==> config.mk <==
export PLATFORM = sky130hd
export DESIGN_NAME = bcd_scheduler
export DESIGN_NICKNAME = d
export VERILOG_FILES = /design/src/rtl/bcd_scheduler.sv
export SDC_FILE = /design/constraint.sdc
export NUM_CORES = 1
export LEC_CHECK = 0
export ABC_AREA = 1
export CAP_MARGIN = 10
export CORE_MARGIN = 2
export CORE_UTILIZATION = 30
export DETAILED_ROUTE_END_ITERATION = 6
export PLACE_DENSITY = 0.66
export SLEW_MARGIN = 20
export SYNTH_ARGS = -nofsm -noshare
export SYNTH_HDL_FRONTEND = slang
export SYNTH_SLANG_ARGS = --single-unit
==> constraint.sdc <==
create_clock -name clk -period 6.17 [get_ports clk]
set_input_delay 0.9255 -clock clk [delete_from_list [all_inputs] [get_ports clk]]
set_output_delay 0.9255 -clock clk [all_outputs]
set_load 0.03 [all_outputs]
==> src/rtl/bcd_scheduler.sv <==
// Round-robin scheduler sharing one binary-to-BCD converter between four channels.
// Handshake: a channel holds req high until its ack pulse; conv_start/conv_done frame one converter job.
module bcd_scheduler #(
  parameter int unsigned TIMEOUT = 64
) (
  input  logic        clk,
  input  logic        rst,
  input  logic [3:0]  req,
  input  logic [55:0] val_flat,
  output logic        conv_start,
  output logic [13:0] conv_num,
  input  logic        conv_done,
  input  logic [15:0] conv_digits,
  output logic [3:0]  grant,
  output logic [3:0]  ack,
  output logic [15:0] res_digits,
  output logic [1:0]  res_ch,
  output logic        res_valid,
  output logic        sat,
  output logic        err
);

  typedef enum logic {IDLE, BUSY} state_t;

  state_t      state, state_nxt;
  logic [1:0]  last_ch;
  logic [1:0]  owner;
  logic [7:0]  cnt;
  logic        job_sat;
  logic [3:0]  req_m;
  logic        win_found;
  logic [1:0]  win_ch;
  logic [1:0]  idx;
  logic [13:0] win_val;
  logic        timeout;

  // The channel just acked is masked for the idle cycle so it cannot re-win on its stale req.
  always_comb begin
    req_m     = req & ~ack;
    win_found = 1'b0;
    win_ch    = last_ch;
    idx       = last_ch;
    for (int i = 1; i <= 4; i++) begin
      idx = last_ch + 2'(i);
      if (!win_found && req_m[idx]) begin
        win_found = 1'b1;
        win_ch    = idx;
      end
    end
  end

  always_comb begin
    win_val = val_flat[13:0];
    case (win_ch)
      2'd0: win_val = val_flat[13:0];
      2'd1: win_val = val_flat[27:14];
      2'd2: win_val = val_flat[41:28];
      2'd3: win_val = val_flat[55:42];
      default: win_val = val_flat[13:0];
    endcase
  end

  // cnt equals cycles elapsed since conv_start, so the abort lands TIMEOUT cycles after it.
  assign timeout = (cnt == 8'(TIMEOUT - 1));

  always_comb begin
    state_nxt = state;
    case (state)
      IDLE: if (win_found) state_nxt = BUSY;
      BUSY: if (conv_done || timeout) state_nxt = IDLE;
      default: state_nxt = IDLE;
    endcase
  end

  always_ff @(posedge clk) begin
    if (rst) state <= IDLE;
    else     state <= state_nxt;
  end

  always_ff @(posedge clk) begin
    if (rst) begin
      last_ch    <= 2'd3;
      owner      <= 2'd0;
      cnt        <= 8'd0;
      job_sat    <= 1'b0;
      grant      <= 4'd0;
      ack        <= 4'd0;
      conv_start <= 1'b0;
      conv_num   <= 14'd0;
      res_digits <= 16'd0;
      res_ch     <= 2'd0;
      res_valid  <= 1'b0;
      sat        <= 1'b0;
      err        <= 1'b0;
    end else begin
      conv_start <= 1'b0;
      ack        <= 4'd0;
      res_valid  <= 1'b0;
      err        <= 1'b0;
      case (state)
        IDLE: begin
          if (win_found) begin
            grant      <= 4'b0001 << win_ch;
            owner      <= win_ch;
            last_ch    <= win_ch;
            conv_start <= 1'b1;
            cnt        <= 8'd0;
            if (win_val > 14'd9999) begin
              conv_num <= 14'd9999;
              job_sat  <= 1'b1;
            end else begin
              conv_num <= win_val;
              job_sat  <= 1'b0;
            end
          end
        end
        BUSY: begin
          cnt <= cnt + 8'd1;
          if (conv_done) begin
            res_digits <= conv_digits;
            res_ch     <= owner;
            res_valid  <= 1'b1;
            sat        <= job_sat;
            ack        <= grant;
            grant      <= 4'd0;
          end else if (timeout) begin
            err   <= 1'b1;
            ack   <= grant;
            grant <= 4'd0;
          end
        end
        default: ;
      endcase
    end
  end

endmodule

[Yosys cells after proc, flatten, opt, wreduce, memory -nomap -nowiden]
Index checks and enable logic that the tools add are counted.
Widths: inputs -> output; s select.
Storage, ports and cells
  bits in registers: 58
  bits of input ports: 79
  output and inout bits: 44
  logic and storage cells: 79
Cells by class
  add/sub/neg operators: 4
  $lt $le $gt $ge: 5
  eq/ne operators: 6
  shift-type cells: 1
  mux-type cells: 32
  bitwise logic cells: 3
  reductions and logical operators: 14
Operators with widths (number)
  $pmux 14 s4: 1
  $mux 4: 5
  $pmux 8 s2: 1
  $gt 14x14->1 const B: 1
  $mux 14: 1
  $mux 1: 13
  $lt 2x3->1 const B: 4
  $add 8x1->8 const B: 1
  $bmux 1 s2: 4
  $eq 8x6->1 const B: 1
  $mux 2: 4
  $mux 8: 1
  $pmux 4 s2: 1
  $reduce_and 2->1: 3
  $add 2x2->2 const B: 2
  $and 4x4->4: 1
  $eq 2x2->1 const B: 2
  $not 4->4: 1
  $reduce_or 2->1: 2
  $shl 1x2->4 const A: 1
  $logic_and 1x1->1: 3
  $logic_not 1->1: 3
  $ne 3x2->1 const B: 1
  $reduce_or 3->1: 1
  7 further kinds: 7

[Longest topological paths before layout]
Gate-level depths: netlist (run 1).
  depth after elaboration: 18
  mapped depth: 24
  mapped depth without buffers: 21

[Worst setup path before layout (run 1)]
No wires, ideal clock.
  path type: input to register
  start: in req[1]
  end: reg conv_num[6]
  library setup time: 0.134 ns
  arrival: 2.574 ns
  data required time: 6.036 ns
  path slack: 3.463 ns
  stages on the path: 19
  path buffers: 1
  cell sequence: nand3_1 > nand2_2 > o21ai_4 > nand3_2 > nand2_1 > nand2_1 > nand2_4 > inv_6 > nor2_2 > nand2_1 > nand3_1 > nand2_1 > nor2_1 > nand2_1 > nand2_1 > nand2_2 > buf_6 > nand2_2 > a21oi_1
On the way
  longest elaborated chain between the ends: 17
  elaborated cells on any way between the ends: 31
  those cells by class: 1 x order compare; 3 x eq/ne; 18 x mux; 1 x bitwise; 8 x reduce/logical
RTL lines
  start, declared: RTL line 8  | input logic [3:0] req,
  $and 4x4->4 *: RTL line 39  | req_m = req & ~ack;
  $bmux 1 s2: RTL line 45  | if (!win_found && req_m[idx]) begin
  $mux 1 (implied by the code): RTL line 45
  $mux 1: RTL line 45
  $logic_not 1->1: RTL line 45
  $logic_and 1x1->1: RTL line 45
  $mux 1: RTL line 45
  $logic_not 1->1: RTL line 45
  $logic_and 1x1->1: RTL line 45
  $mux 1: RTL line 45
  $logic_not 1->1: RTL line 45
  $logic_and 1x1->1: RTL line 45
  $mux 2: RTL line 45
  $eq 2x2->1, or another cell as far along: RTL line 54  | case (win_ch)
  $pmux 14 s4: RTL line 54
  $gt 14x14->1: RTL line 108  | if (win_val > 14'd9999) begin
  $mux 14: RTL line 108
  end signal, assigned: RTL line 112  | conv_num <= win_val;
  end, declared: RTL line 11  | output logic [13:0] conv_num,
Mark *: on every way between the ends. The rest lies on a longest branch, timed or not. The select of a mux whose other input is x is not followed.
A chain may end at the register's enable or synchronous reset.

[Worst setup path in the final report (run 1)]
  start: in req[0]
  end: reg conv_num[11]
The elaborated chain is that of the path after synthesis.

==> impl_metrics.yaml, run 1 <==
outcome:
  status: "completed"
synth:
  synth.top_cells.by_count: "nand2_1, dfxtp_1, nor2_1"
  syn-cell-area_um2: 2850
  syn_nets: 471
  synth_warnings: 0
  synthCells: 391
  synth-seq-cells: 58
  yosysTopAreaCellShare_pct: 40.7
  synth.most_common_cell: "nand2_1"
  yosys_most_used_dff: "dfxtp_1"
  synthDistinctLibCells: 36
  async_flop_share_pct: 0
  ys_seq_area_share_pct: 40.7
  yosys.area.top_type: "dfxtp_1"
  synthTopCellsByArea: "dfxtp_1, nand2_1, o21ai_0"
  synth_edf_count: 0
  syn_avg_cell_area_um2: 7.30
timing:
  finalSetupViolations: 0
  finalCritPeriodShare_pct: 55.1
  skew_ps: 8.87
  tightest_slew_ps: 910
  clock.fmax_mhz: 294
  hold_viol: 0
  hold_ws_ps: 461
  period_needed_ps: 3400
  timing.setup.tns_ps: 0
  rsz0062_at_grt: "false"
  slew_headroom_pct: 39.3
  slew_violations: 0
final_layout:
  area_growth_pct: 50.5
  antenna_cells: 0
  nets: 588
  design_area_um2: 4290
  n_fill_cell: 963
  post-route-util_pct: 46.5
  regArea_um2: 1160
  multi_input_area_um2: 1480
  drive_gt1_share_pct: 9.57
clocking:
  clockRootBuffer: "clkbuf_8"
  clkSinkCount: 58
  clockBufferDepth: 2
  cts-htree-levels: 3
  post_cts_buffers: 0
  cts_made_buffers: 9
  clk_pin_slew_ps: 60
  cts_hold_buf: 0
  cts_tree: "done"
  cts_resized: 0
  worstSkewPairLatency_ps: 330
placed_design:
  place.port_buffers: 122
  placed_area_um2: 4140
  gp_congestion: 0.872
  hpwl_um: 6610
flow_run:
  max_cap_violations: 0
global_route:
  grt_busiest_layer: "met2"
  grt_pass1_wl_um: 13900
  grt_start_max_net_pins: 36
  grt_pass1_vias: 2940
  overflow: 0
  grt_use_met2_pct: 27.3
  grt_use_met3_pct: 4.69
  track_usage_pct: 17.1
  use_met1_pct: 22.0
  antenna_found_initial: 0
floorplan:
  start_util_pct: 30.9
  fp.dieW_um: 102
  core_area_um2: 9240
  dieArea_um2: 10300
  row_count: 35
  die_y_um: 102
  io_pins: 123
critical_path:
  required_ps: 6340
  cpMaxStageDelayCell: "clkdlybuf4s50_1"
  crit_fanout: 16
  startpoint: "req[0]"
  critPathTopFamily: "simple AND/OR/NAND/NOR gates"
  path_cells: "clkdlybuf4s50_1 > nand3_1 > nand3_2 > nand3_1 > nand2_1 > nand2_1 > nand2_4 > inv_6 > nor2_2 > nand2_1 > nand3_1 > nand2_1 > nor2_1 > nand2_1 > nand2_1 > nand2_2 > nand2_1 > a21oi_1"
  crit_arrival_ps: 3570
  end_kind: "flip-flop"
  crit_top_cell: "nand2_1"
  cp-start-kind: "input pin"
  reg2reg_from: "last_ch[0]$_SDFFE_PP1P_"
  max_stage_delay_ps: 510
  cp_num_buf_inv: 2
  criticalPathCategory: "in2reg"
drt:
  drc_errors: 0
  wire_per_inst_um: 13.3
  vias: 3052
  drt_iter0_drc: 103
  finalWirelength_um: 8530
  drt_pre_antenna_iters: 4
  vias_per_cell: 4.76
  ant_nets: 0
power:
  power.density_nw_per_um2: 527
  internal_power_uw: 1090
  share_comb_of_total_power_pct: 64.8
  total_power_uw: 2260
  p_sw_share_pct: 51.7
  p_switching_uw: 1170
  clock_power_share_pct: 12.2
  ir_worst_vdd_uv: 243
  power.leakage_uw: 0.00161
  seqPwrFrac_pct: 23.0
hold_path:
  min_path_type: "reg2reg"
  holdCritStartpoint: "grant[1]$_SDFFE_PP0P_"
[stage by stage]
stage	setup WS (ps)	instances
2_1_floorplan	3460	391
3_3_place_gp	2500	626
3_5_place_dp	2430	626
4_1_cts	2780	641
5_1_grt	2490	641
6_report	2770	641
[final cells by class]
| type | instances | share of cell area, % |
|---|---|---|
| Tap cell | 129 | 3.76 |
| Clock inverter | 4 | 0.466 |
| Inverter | 30 | 2.86 |
| Clock buffer | 11 | 3.06 |
| Timing Repair Buffer | 122 | 28.4 |
| Multi-Input combinational cell | 287 | 34.4 |
| Sequential cell | 58 | 27.0 |
[flip-flops by register name, indices dropped and copies added, names as in the netlist]
| signal | cells |
|---|---|
| conv_num | 14 |
| job_sat | 1 |
| res_ch | 2 |
| cnt | 8 |
| conv_start | 1 |
| err | 1 |
| last_ch | 2 |
| res_valid | 1 |
| ack | 4 |
| state | 1 |
| res_digits | 16 |
| owner | 2 |
| sat | 1 |
| grant | 4 |
[worst register-to-register path: stages (launching register included)]
cell and delay (ps):
dfxtp_1 630, nand3_1 220, nand3_2 160, nand3_1 160, nand2_1 100, nand2_1 90
nand2_4 200, inv_6 80, nor2_2 330, nand2_1 90, nand3_1 90, nand2_1 80
nor2_1 100, nand2_1 50, nand2_1 60, nand2_2 210, nand2_1 120, a21oi_1 70
[cell usage in the layout (no fill, tap or decap), types with 2 or more instances in the layout]
cell type,instances
or2_0,2
o21ai_4,2
inv_1,26
inv_6,2
dfxtp_1,58
nor2_1,51
nand2_2,6
clkbuf_1,2
clkinv_2,4
nand2_4,4
clkbuf_8,9
nor4_1,2
nand3_2,6
nor3_1,8
a22oi_1,2
a21oi_1,16
nand2_1,73
nor2_2,5
o21ai_0,43
a21oi_2,7
nand3_1,36
nand4_1,9
clkdlybuf4s50_1,122
a211oi_1,3
o211ai_1,2
[logic make-up after synthesis]
kind of cell	Yosys count	share of synthesized area, %
simple gates	205	34.1
compound gates	81	17.2
flops	58	40.7
buf+inv	46	7.58
fa+ha+maj	1	0.438
[power groups by stage]
stage | clock network (uW) | logic (uW) | registers, uW
after global placement | 0 | 1440 | 528
after detailed placement | 0 | 1470 | 527
after floorplan | 0 | 1050 | 610
final | 276 | 1470 | 519
after global routing | 306 | 1640 | 529
after CTS | 285 | 1480 | 520
[path summary, 6_finish.rpt]
path                               endpoint  slack (ps)  cells after the start
setup reg to reg  conv_num[11]$_SDFFE_PP0P_        3170                     17
setup / recovery  conv_num[11]$_SDFFE_PP0P_        2770                     18
hold reg to reg           ack[1]$_SDFF_PP0_         460                      2
hold / removal            ack[1]$_SDFF_PP0_         460                      2
[per-layer routing]
layer | vias up | share of wire [%]
met5 | - | 0
met4 | 0 | 0.54
met3 | 6 | 7.6
met2 | 98 | 47
met1 | 1401 | 45
li1 | 1547 | -
No activity file was read; power rests on OpenSTA's default activity.
==> inputs of run 2 (changes only) <==
Settings changed: PLACE_DENSITY 0.66 to 0.68.
Clock period 6.17 ns to 2.87 ns, I/O delays scaled along.
==> run 2 against run 1 <==
  * First-iteration DRC count grew 16%
  * Total power grew to 2.6 times the previous value
  * Largest cell class is now non-clock buffers
  * Core utilization grew 3.4 points
  * Critical path type unchanged
  * Critical path depth shrank 3
  * Die area is the same
  * Clock power grew 140%
  * Non-clock buffer count grew 36
  * Hold slack gained 1.9 ps
  * Setup slack lost 2500 ps
  * Combinational power grew to 2.8 times the previous value
==> impl_metrics.yaml, run 2 (synthesis gave the netlist of run 1 again) <==
critical_path:
  crit_arrival_ps: 2830
  max_stage_delay_ps: 500
  regToRegEndpoint: "conv_num[1]$_SDFFE_PP0P_"
  cpMaxStageDelayCell: "clkdlybuf4s50_1"
  crit_top_cell: "nand3_1"
  startpoint: "req[0]"
  r2r_cells: 16
  reg2reg_from: "last_ch[0]$_SDFFE_PP1P_"
  critPathTopFamily: "simple AND/OR/NAND/NOR gates"
  reg2reg_slack_ps: 290
  criticalPathCategory: "in2reg"
  crit_fanout: 12
  cp_num_buf_inv: 4
  required_ps: 3090
  cp-start-kind: "input pin"
  path_cells: "clkdlybuf4s50_1 > nand3_1 > nand3_2 > nand3_1 > nand3_1 > nand2_4 > inv_6 > nor2_2 > buf_4 > a22o_1 > a21oi_1 > nand2_1 > nand2_4 > buf_4 > a21oi_2"
  end_kind: "flip-flop"
clocking:
  cts_made_buffers: 9
  clkSinkCount: 58
  clk_pin_slew_ps: 70
  worstSkewPairLatency_ps: 330
  post_cts_buffers: 0
  cts-htree-levels: 3
  clockBufferDepth: 2
  clockRootBuffer: "clkbuf_8"
  cts_hold_buf: 0
  cts_tree: "done"
  cts_resized: 0
final_layout:
  post-route-util_pct: 49.8
  largest-register: "res_digits"
  fin_cells: 678
  nets: 624
  area_growth_pct: 61.3
  drive_gt1_share_pct: 16.2
  multi_input_area_um2: 1490
  layout_common_cells: "clkdlybuf4s50_1, nand2_1, dfxtp_1"
  regArea_um2: 1160
  mostFrequentLayoutCell: "clkdlybuf4s50_1"
  biggestRegsByFlops: "res_digits (16), conv_num (14), cnt (8)"
  largest_register_ffs: 16
  n_fill_cell: 948
  antenna_cells: 0
timing:
  skew_ps: 7.61
  clock.fmax_mhz: 383
  rsz0062_at_grt: "false"
  finalCritPeriodShare_pct: 91.0
  tightest_slew_ps: 515
  period_needed_ps: 2610
  hold_viol: 0
  finalSetupViolations: 0
  slew_violations: 0
  slew_headroom_pct: 65.3
floorplan:
  row_count: 35
  start_util_pct: 30.9
  dieArea_um2: 10300
  core_area_um2: 9240
  die_y_um: 102
  io_pins: 123
  fp.dieW_um: 102
global_route:
  antenna_found_initial: 0
  use_met1_pct: 21.4
  overflow: 0
  grt_busiest_layer: "met2"
  grt_pass1_vias: 3034
  track_usage_pct: 16.8
  grt_pass1_wl_um: 13800
  grt_use_met3_pct: 5.24
  grt_use_met2_pct: 27.1
  grt_start_max_net_pins: 22
drt:
  wire_per_inst_um: 12.5
  vias_per_cell: 4.63
  drt_iter0_drc: 119
  finalWirelength_um: 8490
  ant_nets: 0
  vias: 3137
  drt_pre_antenna_iters: 4
  drc_errors: 0
power:
  p_sw_share_pct: 46.5
  seqPwrFrac_pct: 18.8
  clock_power_share_pct: 11.3
  ir_worst_vdd_uv: 828
  p_switching_uw: 2740
  power.leakage_uw: 0.00178
  share_comb_of_total_power_pct: 69.9
  power.density_nw_per_um2: 1280
  internal_power_uw: 3150
flow_run:
  max_cap_violations: 0
hold_path:
  holdCritStartpoint: "conv_num[11]$_SDFFE_PP0P_"
  min_to: "conv_num[11]$_SDFFE_PP0P_"
  min_path_type: "reg2reg"
  whs_path_depth: 2
placed_design:
  hpwl_um: 6680
  dp_cells: 662
  place.port_buffers: 122
  gp_congestion: 0.948
outcome:
  status: "completed"
-- run 2: power groups by stage --
stage          clock [uW]  sequential (uW)  combinational (uW)
2_1_floorplan           0             1310                2260
5_1_grt               721             1130                4540
4_1_cts               688             1110                4100
3_5_place_dp            0             1120                4090
6_report              664             1110                4120
3_3_place_gp            0             1120                4050
-- run 2: per-stage QoR --
stage	total power, uW	hold WS [ps]	instance area, um2	TNS (ps)	setup WS (ps)
3_5_place_dp	5210	454	4410	-1390	-157
4_1_cts	5900	465	4590	0	77.4
2_1_floorplan	3570	442	2850	0	497
5_1_grt	6390	492	4600	0	71.6
6_report	5890	463	4600	0	258
3_3_place_gp	5170	453	4410	-641	-92.2
-- run 2: worst min-delay path: cells and delay by family, from the launching register on --
family / cells / cell delay [ps]
simple gates: 1 / 60
compound gates: 1 / 50
flops: 1 / 310
-- run 2: how the worst max path moves through the flow --
stage,depth (start not counted),endpoint,slack (ps)
floorplan,20,conv_num[6]$_SDFFE_PP0P_,500
global placement,16,conv_num[9]$_SDFFE_PP0P_,-90
detailed placement,16,conv_num[9]$_SDFFE_PP0P_,-160
CTS,15,conv_num[8]$_SDFFE_PP0P_,80
global route,18,conv_num[1]$_SDFFE_PP0P_,70
finish,15,conv_num[1]$_SDFFE_PP0P_,260
-- run 2: final cells by class --
type                       instances  share of cell area, %
timing repair buffer             158                   32.4
multi-input combinational        287                   32.3
sequential                        58                   25.2
tap                              129                   3.51
clock buffer                      10                   2.99
inverter                          30                   2.66
clock inverter                     6                  0.924
-- run 2: metal layers --
| layer | vias to the layer above | wire length (um) |
|---|---|---|
| met5 | - | 0 |
| met4 | 0 | 113 |
| met1 | 1399 | 3880 |
| li1 | 1620 | - |
| met3 | 11 | 631 |
| met2 | 107 | 3870 |
==> inputs of run 3 (changes only) <==
Settings changed: RECOVER_POWER set to 25.
==> run 3 against run 2 <==
  * Routed wire length fell by 0.13%
  * Count of clock-buffer cells in the layout did not move
  * Clock skew barely moved
  * Clock power barely moved
  * Sequential cell count did not move
  * Hold slack got worse by 2.9 ps
  * Total power fell by 0.31%
  * Combinational power barely moved
  * Critical endpoint unchanged
  * Largest cell class unchanged
  * Highest routed layer unchanged
==> impl_metrics.yaml, run 3 (synthesis gave the netlist of run 1 again) <==
final_layout:
  antenna_cells: 0
  largest_register_ffs: 16
  nets: 624
  post-route-util_pct: 49.8
  layout_common_cells: "clkdlybuf4s50_1, nand2_1, dfxtp_1"
  drive_gt1_share_pct: 16.0
  fin_cells: 678
  multi_input_area_um2: 1490
  mostFrequentLayoutCell: "clkdlybuf4s50_1"
  largest-register: "res_digits"
  design_area_um2: 4600
  regArea_um2: 1160
  biggestRegsByFlops: "res_digits (16), conv_num (14), cnt (8)"
  area_growth_pct: 61.2
  n_fill_cell: 948
power:
  power.leakage_uw: 0.00184
  ir_worst_vdd_uv: 835
  power.density_nw_per_um2: 1280
  total_power_uw: 5870
floorplan:
  io_pins: 123
  core_area_um2: 9240
  row_count: 35
  start_util_pct: 30.9
  fp.dieW_um: 102
  die_y_um: 102
  dieArea_um2: 10300
critical_path:
  r2r_cells: 16
  startpoint: "req[0]"
  regToRegEndpoint: "conv_num[1]$_SDFFE_PP0P_"
  criticalPathCategory: "in2reg"
  cp-start-kind: "input pin"
  reg2reg_slack_ps: 290
  crit_fanout: 12
  crit_arrival_ps: 2830
  end_kind: "flip-flop"
  required_ps: 3090
  crit_path_end: "conv_num[1]$_SDFFE_PP0P_"
  reg2reg_from: "last_ch[0]$_SDFFE_PP1P_"
drt:
  drt_iter0_drc: 107
  drt_pre_antenna_iters: 5
  wire_per_inst_um: 12.5
  vias: 3145
  vias_per_cell: 4.64
  drc_errors: 0
  ant_nets: 0
  finalWirelength_um: 8480
clocking:
  clkSinkCount: 58
  cts-htree-levels: 3
  clockRootBuffer: "clkbuf_8"
  cts_made_buffers: 9
  cts_tree: "done"
  worstSkewPairLatency_ps: 330
  clockBufferDepth: 2
  clk_pin_slew_ps: 70
placed_design:
  placed_area_um2: 4410
  place.port_buffers: 122
  hpwl_um: 6680
  dp_cells: 662
  gp_congestion: 0.948
outcome:
  status: "completed"
global_route:
  grt_use_met3_pct: 5.24
  use_met1_pct: 21.4
  grt_use_met2_pct: 27.1
  overflow: 0
  grt_start_max_net_pins: 22
  antenna_found_initial: 0
  track_usage_pct: 16.8
  grt_busiest_layer: "met2"
  grt_pass1_vias: 3034
  grt_pass1_wl_um: 13800
timing:
  period_needed_ps: 2610
  clock.fmax_mhz: 383
  rsz0062_at_grt: "false"
  slew_violations: 0
  skew_ps: 7.59
  finalSetupViolations: 0
  hold_viol: 0
  tightest_slew_ps: 751
  timing.setup.tns_ps: 0
  slew_headroom_pct: 49.9
  finalCritPeriodShare_pct: 91.0
flow_run:
  max_cap_violations: 0
hold_path:
  min_path_type: "reg2reg"
[run 3: stage by stage]
stage | hold slack [ps] | setup WS (ps)
after floorplan | 442 | 497
after global placement | 453 | -92.2
after detailed placement | 454 | -157
after CTS | 465 | 77.4
after global routing | 489 | 71.6
final | 460 | 259
[run 3: routing by layer]
layer | vias to the layer above | wire length (um)
li1 | 1620 | -
met1 | 1401 | 3810
met2 | 113 | 3870
met3 | 11 | 693
met4 | 0 | 113
met5 | - | 0
[run 3: layout make-up]
cell class	instances	share of cell area, %
Tap cell	129	3.51
Timing Repair Buffer	158	32.3
Clock buffer	10	2.99
Sequential cell	58	25.3
Multi-Input combinational cell	287	32.3
Inverter	30	2.67
Clock inverter	6	0.925
[run 3: worst max-delay path: stages]
cell and delay, ps:
clkdlybuf4s50_1 500, nand3_1 140, nand3_2 140, nand3_1 160, nand3_1 190, nand2_4 110, inv_6 110, nor2_2 60
buf_4 150, a22o_1 190, a21oi_1 170, nand2_1 120, nand2_4 170, buf_4 150, a21oi_2 40
[run 3: worst min-delay path by stage]
stage | startpoint | end | slack [ps] | cells past startpoint
floorplan | owner[0]$_SDFFE_PP0P_ | owner[0]$_SDFFE_PP0P_ | 440 | 2
global placement | conv_num[6]$_SDFFE_PP0P_ | conv_num[6]$_SDFFE_PP0P_ | 450 | 2
detailed placement | conv_num[11]$_SDFFE_PP0P_ | conv_num[11]$_SDFFE_PP0P_ | 450 | 2
CTS | conv_num[11]$_SDFFE_PP0P_ | conv_num[11]$_SDFFE_PP0P_ | 470 | 2
global route | grant[1]$_SDFFE_PP0P_ | ack[1]$_SDFF_PP0_ | 490 | 2
finish | conv_num[11]$_SDFFE_PP0P_ | conv_num[11]$_SDFFE_PP0P_ | 460 | 2
[run 3: repair_timing]
| item | in CTS | in global routing |
|---|---|---|
| setup endpoints to repair | 0 | 14 |
| resized for setup | 0 | 3 |
| setup buffers | 0 | 0 |
| hold buffers | 0 | 0 |
[run 3: where the power goes]
group | leakage (uW) | switching [uW] | internal, uW | total, uW
sequential | 0.000476 | 124 | 981 | 1100
combinational | 0.00129 | 2280 | 1820 | 4100
clock | 0.0000765 | 330 | 334 | 664
total | 0.00184 | 2740 | 3130 | 5870
